### src/rtl/pe_id_config_loader_if.sv
// Configuration-write bus between the PE ID config loader (master) and the PE array (slave).
interface pe_id_config_loader_if;
  logic       cfg_valid;
  logic       cfg_ready;
  logic [1:0] cfg_kind;
  logic [1:0] cfg_net;
  logic [5:0] cfg_addr;
  logic [4:0] cfg_data;

  modport master (
    output cfg_valid,
    output cfg_kind,
    output cfg_net,
    output cfg_addr,
    output cfg_data,
    input  cfg_ready
  );

  modport slave (
    input  cfg_valid,
    input  cfg_kind,
    input  cfg_net,
    input  cfg_addr,
    input  cfg_data,
    output cfg_ready
  );
endinterface

### src/rtl/pe_id_config_loader.sv
// Walks the ID generator tables and programs LN config, then YID/XID for all four networks.
// Optional macro ID_SKIP_DISABLED_EN: entries holding the all-ones "disabled" ID are not written.
module pe_id_config_loader (
  input  logic                          clk,
  input  logic                          rst_n,
  input  logic                          start,
  input  logic                          abort,
  input  logic [2:0]                    pe_h,
  input  logic [3:0]                    pe_w,
  input  logic [4:0]                    ln_config_in,
  output logic [1:0]                    id_net,
  output logic                          id_is_x,
  output logic [5:0]                    id_idx,
  input  logic [4:0]                    id_xid_in,
  input  logic [2:0]                    id_yid_in,
  pe_id_config_loader_if.master         cfg,
  output logic                          busy,
  output logic                          done
);

  typedef enum logic [2:0] {
    S_IDLE,
    S_LN,
    S_YID,
    S_XID,
    S_DONE
  } state_t;

  state_t     state, state_nxt;
  logic [1:0] net, net_nxt;
  logic [5:0] idx, idx_nxt;
  logic [2:0] rows, rows_nxt;
  logic [3:0] cols, cols_nxt;

  logic       skip;
  logic       offer;
  logic       advance;
  logic [5:0] pe_count;
  logic       last_y;
  logic       last_x;

`ifdef ID_SKIP_DISABLED_EN
  // Receivers already reset to all-ones, so those entries cost one idle cycle instead of a write.
  assign skip = ((state == S_XID) && (id_xid_in == 5'h1f)) ||
                ((state == S_YID) && (id_yid_in == 3'h7));
`else
  assign skip = 1'b0;
`endif

  assign offer    = (state == S_LN) || (((state == S_YID) || (state == S_XID)) && !skip);
  assign advance  = (offer && cfg.cfg_ready) || skip;
  assign pe_count = 6'(rows) * 6'(cols);
  assign last_y   = (idx == (6'(rows) - 6'd1));
  assign last_x   = (idx == (pe_count - 6'd1));

  always_ff @(posedge clk or negedge rst_n) begin
    if (!rst_n) begin
      state <= S_IDLE;
      net   <= 2'd0;
      idx   <= 6'd0;
      rows  <= 3'd0;
      cols  <= 4'd0;
    end else begin
      state <= state_nxt;
      net   <= net_nxt;
      idx   <= idx_nxt;
      rows  <= rows_nxt;
      cols  <= cols_nxt;
    end
  end

  // Abort wins over everything, including a handshake on the same edge.
  always_comb begin
    state_nxt = state;
    net_nxt   = net;
    idx_nxt   = idx;
    rows_nxt  = rows;
    cols_nxt  = cols;
    if (abort) begin
      state_nxt = S_IDLE;
      net_nxt   = 2'd0;
      idx_nxt   = 6'd0;
    end else begin
      case (state)
        S_IDLE: begin
          if (start) begin
            state_nxt = S_LN;
            net_nxt   = 2'd0;
            idx_nxt   = 6'd0;
            rows_nxt  = (pe_h > 3'd6) ? 3'd6 : pe_h;
            cols_nxt  = (pe_w > 4'd8) ? 4'd8 : pe_w;
          end
        end
        S_LN: begin
          if (advance) begin
            state_nxt = ((rows == 3'd0) || (cols == 4'd0)) ? S_DONE : S_YID;
            net_nxt   = 2'd0;
            idx_nxt   = 6'd0;
          end
        end
        S_YID: begin
          if (advance) begin
            if (last_y) begin
              state_nxt = S_XID;
              idx_nxt   = 6'd0;
            end else begin
              idx_nxt = idx + 6'd1;
            end
          end
        end
        S_XID: begin
          if (advance) begin
            if (last_x) begin
              idx_nxt = 6'd0;
              if (net == 2'd3) begin
                state_nxt = S_DONE;
                net_nxt   = 2'd0;
              end else begin
                state_nxt = S_YID;
                net_nxt   = net + 2'd1;
              end
            end else begin
              idx_nxt = idx + 6'd1;
            end
          end
        end
        S_DONE: begin
          state_nxt = S_IDLE;
          net_nxt   = 2'd0;
          idx_nxt   = 6'd0;
        end
        default: begin
          state_nxt = S_IDLE;
          net_nxt   = 2'd0;
          idx_nxt   = 6'd0;
        end
      endcase
    end
  end

  // Lookup select comes straight from registers; payload follows the generator combinationally.
  always_comb begin
    id_net        = net;
    id_idx        = idx;
    id_is_x       = (state == S_XID);
    busy          = (state != S_IDLE);
    done          = (state == S_DONE);
    cfg.cfg_valid = offer;
    cfg.cfg_net   = net;
    cfg.cfg_addr  = idx;
    cfg.cfg_kind  = 2'd0;
    cfg.cfg_data  = 5'd0;
    case (state)
      S_LN: begin
        cfg.cfg_kind = 2'd2;
        cfg.cfg_data = ln_config_in;
      end
      S_YID: begin
        cfg.cfg_kind = 2'd0;
        cfg.cfg_data = {2'b00, id_yid_in};
      end
      S_XID: begin
        cfg.cfg_kind = 2'd1;
        cfg.cfg_data = id_xid_in;
      end
      default: begin
        cfg.cfg_kind = 2'd0;
        cfg.cfg_data = 5'd0;
      end
    endcase
  end

endmodule

### src/flat_wrapper.sv
// flat-port wrapper written by rule: the top's interface ports become plain ports
module pe_id_config_loader_flat 
  (clk, rst_n, start, abort, pe_h, pe_w, ln_config_in, id_net, id_is_x, id_idx, id_xid_in, id_yid_in, busy, done, cfg_cfg_valid, cfg_cfg_kind, cfg_cfg_net, cfg_cfg_addr, cfg_cfg_data, cfg_cfg_ready);
  pe_id_config_loader_if cfg_i ();
  input  logic clk;
  input  logic rst_n;
  input  logic start;
  input  logic abort;
  input  logic [2:0] pe_h;
  input  logic [3:0] pe_w;
  input  logic [4:0] ln_config_in;
  output logic [1:0] id_net;
  output logic id_is_x;
  output logic [5:0] id_idx;
  input  logic [4:0] id_xid_in;
  input  logic [2:0] id_yid_in;
  output logic busy;
  output logic done;
  output wire logic [$bits(cfg_i.cfg_valid)-1:0] cfg_cfg_valid;
  output wire logic [$bits(cfg_i.cfg_kind)-1:0] cfg_cfg_kind;
  output wire logic [$bits(cfg_i.cfg_net)-1:0] cfg_cfg_net;
  output wire logic [$bits(cfg_i.cfg_addr)-1:0] cfg_cfg_addr;
  output wire logic [$bits(cfg_i.cfg_data)-1:0] cfg_cfg_data;
  input wire logic [$bits(cfg_i.cfg_ready)-1:0] cfg_cfg_ready;
  assign cfg_cfg_valid = cfg_i.cfg_valid;
  assign cfg_cfg_kind = cfg_i.cfg_kind;
  assign cfg_cfg_net = cfg_i.cfg_net;
  assign cfg_cfg_addr = cfg_i.cfg_addr;
  assign cfg_cfg_data = cfg_i.cfg_data;
  assign cfg_i.cfg_ready = cfg_cfg_ready;
  pe_id_config_loader u_core (.clk(clk), .rst_n(rst_n), .start(start), .abort(abort), .pe_h(pe_h), .pe_w(pe_w), .ln_config_in(ln_config_in), .id_net(id_net), .id_is_x(id_is_x), .id_idx(id_idx), .id_xid_in(id_xid_in), .id_yid_in(id_yid_in), .cfg(cfg_i), .busy(busy), .done(done));
endmodule
### config.mk
export PLATFORM = sky130hd
export DESIGN_NAME = pe_id_config_loader_flat
export DESIGN_NICKNAME = d
export VERILOG_FILES = /design/src/rtl/pe_id_config_loader_if.sv /design/src/rtl/pe_id_config_loader.sv /design/src/flat_wrapper.sv
export SDC_FILE = /design/constraint.sdc
export NUM_CORES = 1
export LEC_CHECK = 0
export BUFFER_PORTS_ARGS = -buffer_cell sky130_fd_sc_hd__buf_2
export CAP_MARGIN = 20
export CORE_ASPECT_RATIO = 1.25
export CORE_UTILIZATION = 48
export DETAILED_ROUTE_END_ITERATION = 10
export PLACE_DENSITY = 0.72
export SYNTH_ARGS = -nofsm -noshare
export SYNTH_HDL_FRONTEND = slang
export SYNTH_SLANG_ARGS = --single-unit
export TNS_END_PERCENT = 100
### constraint.sdc
create_clock -name clk -period 4.3 [get_ports clk]
set_input_delay 0.43 -clock clk [delete_from_list [all_inputs] [get_ports clk]]
set_output_delay 0.43 -clock clk [all_outputs]
set_load 0.03 [all_outputs]
==> summary.md <==
| Metric | Value |
|---|---|
| Status | finished, final reports clean |
| DRT iter0 DRCs | 23 |
| Fin nets | 272 |
| Clk sink count | 18 |
| Post-CTS Hold Fix Bufs | 0 |
| PwrDens | 737 nW/um^2 |
| Post-CTS setup buffer count | 0 |
| Mapped Nets | 234 |
| Slew Limit Fails | 0 |
| Post-cts sizing count | 0 |
| Area leader, netlist | dfrtp_1 |
| Total number of vias | 1,438 |
| Reg2Reg Depth | 10 |
| CP required | 4.47 ns |
| I/O Buffers | 51 |
| Area occupied by registers | 450 um^2 |
| Vias per Instance | 5.39 |
| Synth top area share | 26.9% |
| CP peak stage delay | 0.56 ns |
| Area grow syn2layout | 14.2% |
| Grt met3 use | 2.00% |
| GRT overflow | 0 |
| First-pass GRT wire length | 5.68 mm |
| Diodes inserted | 0 |
| Synthesized area per cell | 8.68 um^2 |
| #FFs+latches synth | 18 |
| Cells after Synth | 193 |
| GRT met1 Usage | 28.1% |
| Static Leakage | 0.973 nW |
| RSZ-0062 raised after global routing | no |
| Clk_lat worst skew | 0.26 ns |
| Final min period | 3.40 ns |
| TritonCTS clock tree | built |
| Final period util | 79.1% |
| Pre-antenna DRT Iters | 4 |
| Post-DP Area | 1860 um^2 |
| Post-synthesis sequential area ratio | 26.9% |
| Multi-input gate area | 1060 um^2 |
| Number of synthesis warnings | 0 |
| CORE AREA | 3280 um^2 |
| Area contributors post-synth | dfrtp_1 (27%), ha_1 (9.7%), nand2_1 (5.6%) |
| H-tree depth | 1 |
| Number of antenna violations at the first check in global routing | 0 |
| Top Ports | 52 |
| Max-slew headroom | 65.8% |
| Crit-path max FO | 8 |
| Hold crit path type | primary input to async pin |
| Fin Setup TNS | 0 ns |
| Core Rows | 23 |
| Worst Setup End Kind | flip-flop |
| DIE HEIGHT | 68.1 um |
| Syn Std Cell Area | 1680 um^2 |
| Library cells used by synthesis | 40 |
| Reported max-cap violation count | 0 |
| Fin. Hold Viols | 0 |
| Vias in the first global route | 1,309 |
| Post-route cell area | 1910 um^2 |
| Total track usage | 21.3% |
| Worst Tran Pin Value | 0.511 ns |
| CTS Buffer Depth | 2 |
| Post-route DRC | 0 |
| Gpl congestion | 0.807 |
| Post-route ant nets | 0 |
| Final setup fails | 0 |
| Crit start category | flip-flop |
| Final wirelength | 3.42 mm |
| CP arrival | 3.57 ns |
| Initial Util | 51.1% |
| Layout fillers | 316 |
| CTS buffer count | 3 |
| VDD IR max | 0.504 mV |
| Crit-path cells | nand2_1 -> ha_1 -> fa_1 -> fa_1 -> xor2_1 -> nand4b_1 -> nor4b_4 -> a221oi_2 -> a211oi_4 -> nor4b_4 |
| Die width | 54.8 um |
| WL per Instance | 12.8 um |
| Ratio of cells with drive above 1 in the final layout | 28.7% |
| GR Layer Usage met2 | 34.9% |
| Largest net degree at the start of global routing | 19 |
| CP Class | flip-flop to flip-flop |
| Clock Tree Root | clkbuf_8 |
| Fmax | 0.294 GHz |
| Die area | 3730 um^2 |
| GRT busiest layer | met2 |
| Clk pin slew, worst setup/hold paths | 0.07 ns |
| DP Wirelength | 2.73 mm |
| Highest-delay cell along the critical path | fa_1 |
| Clock Skew | 0.00203 ns |
-- kinds of logic after synthesis --
group,after synthesis,synth area share [%]
adders and majority gates,16,13.3
xor gates and xnor gates,14,8.14
buffers and inverters,31,10.0
AOI/OAI and AO/OA,33,13.7
muxes,7,4.63
DFF,18,26.9
and+or+nand+nor,74,23.4
-- path summary, 6_finish.rpt --
kind / end / slack [ns] / startpoint
setup / recovery: u_core.state[2]$_DFFE_PN0P_ / 0.90 / u_core.rows[2]$_DFFE_PN0P_
min in group clk: u_core.rows[2]$_DFFE_PN0P_ / 0.42 / pe_h[2]
setup reg to reg: u_core.state[2]$_DFFE_PN0P_ / 0.90 / u_core.rows[2]$_DFFE_PN0P_
hold / removal: u_core.rows[0]$_DFFE_PN0P_ / 0.1 / rst_n
hold reg to reg: u_core.cfg.cfg_net[1]$_DFFE_PN0P_ / 0.56 / u_core.cfg.cfg_net[1]$_DFFE_PN0P_
max in group asynchronous: u_core.cfg.cfg_addr[0]$_DFFE_PN0P_ / 3.91 / rst_n
-- state kept, by name (all words and copies together) (netlist names) --
register and count:
u_core.cols 4, u_core.state 3, u_core.cfg.cfg_addr 6, u_core.cfg.cfg_net 2, u_core.rows 3
-- worst max-delay path, delay by kind of cell, from the launching register on --
kind | cells | cell delay [ns]
AO/OA/AOI/OAI | 2 | 0.48
adder cells (fa/ha/maj) | 3 | 1.38
XOR/XNOR | 1 | 0.15
flip-flops | 1 | 0.48
AND/OR/NAND/NOR | 4 | 0.82
-- cells in the mapped netlist --
cell type and count:
ha_1 13, nand2_1 25, a211oi_4 1, buf_4 12
a221oi_2 1, nand3b_1 1, o21bai_1 1, and3_1 1
inv_1 13, nand2b_1 5, xnor3_1 1, nor2_1 13
nor2b_1 1, and2_1 3, a22o_1 2, mux2i_1 1
a41oi_1 1, o21ai_0 10, buf_2 4, xnor2_1 7
nand4_1 2, or3_2 1, mux2_2 6, fa_1 3
a22oi_1 3, clkbuf_2 1, dfrtp_1 18, nor4_1 2
nand3_1 9, o21ai_1 1, nor4b_4 2, or3_1 2
nand4b_1 1, a21oi_1 8, or4_1 1, a21o_1 3
a32o_1 2, clkbuf_1 1, nor3_1 5, xor2_1 6
-- per-stage QoR --
step	utilization [%]	setup slack, ns	hold WS [ns]	power (W)	std cells
global route	58.3	0.653	0.122	0.00155	267
detailed placement	56.6	0.913	0.385	0.00128	263
global placement	56.6	0.950	0.389	0.00127	263
floorplan	-	1.09	0.134	0.00110	193
CTS	58.3	0.893	0.107	0.00142	267
finish	58.3	0.900	0.0958	0.00141	267
-- cell usage in the layout, fill, tap and decap left out, types with 3 or more instances in the layout --
cell type and count:
a21oi_1 8, and2_1 3, xnor2_1 7, a21o_1 3
inv_1 13, a22oi_1 3, clkbuf_8 4, ha_1 13
dfrtp_1 18, xor2_1 6, fa_1 3, nand3_1 9
nor3_1 5, o21ai_0 10, mux2_2 6, nor2_1 13
buf_2 51, nand2b_1 5, nand2_1 25
-- area by class of cell --
type / instances / share of cell area, %
Timing Repair Buffer: 51 / 13.3
Clock buffer: 4 / 2.88
Inverter: 13 / 2.55
Sequential cell: 18 / 23.5
Tap cell: 37 / 2.42
Multi-Input combinational cell: 144 / 55.3
-- power by group --
group | total [W] | internal [W] | switching, W | leakage, nW
Clock | 0.000138 | 0.0000814 | 0.0000570 | 0.0288
Sequential | 0.000311 | 0.000214 | 0.0000968 | 0.239
Combinational | 0.000960 | 0.000401 | 0.000559 | 0.706
-- per-layer routing --
metal / vias up / part of all wire [%]
li1: 733 / -
met1: 666 / 47
met2: 34 / 49
met3: 5 / 3.1
met4: 0 / 1.7
met5: - / 0
(Power assumes the default switching activity.)
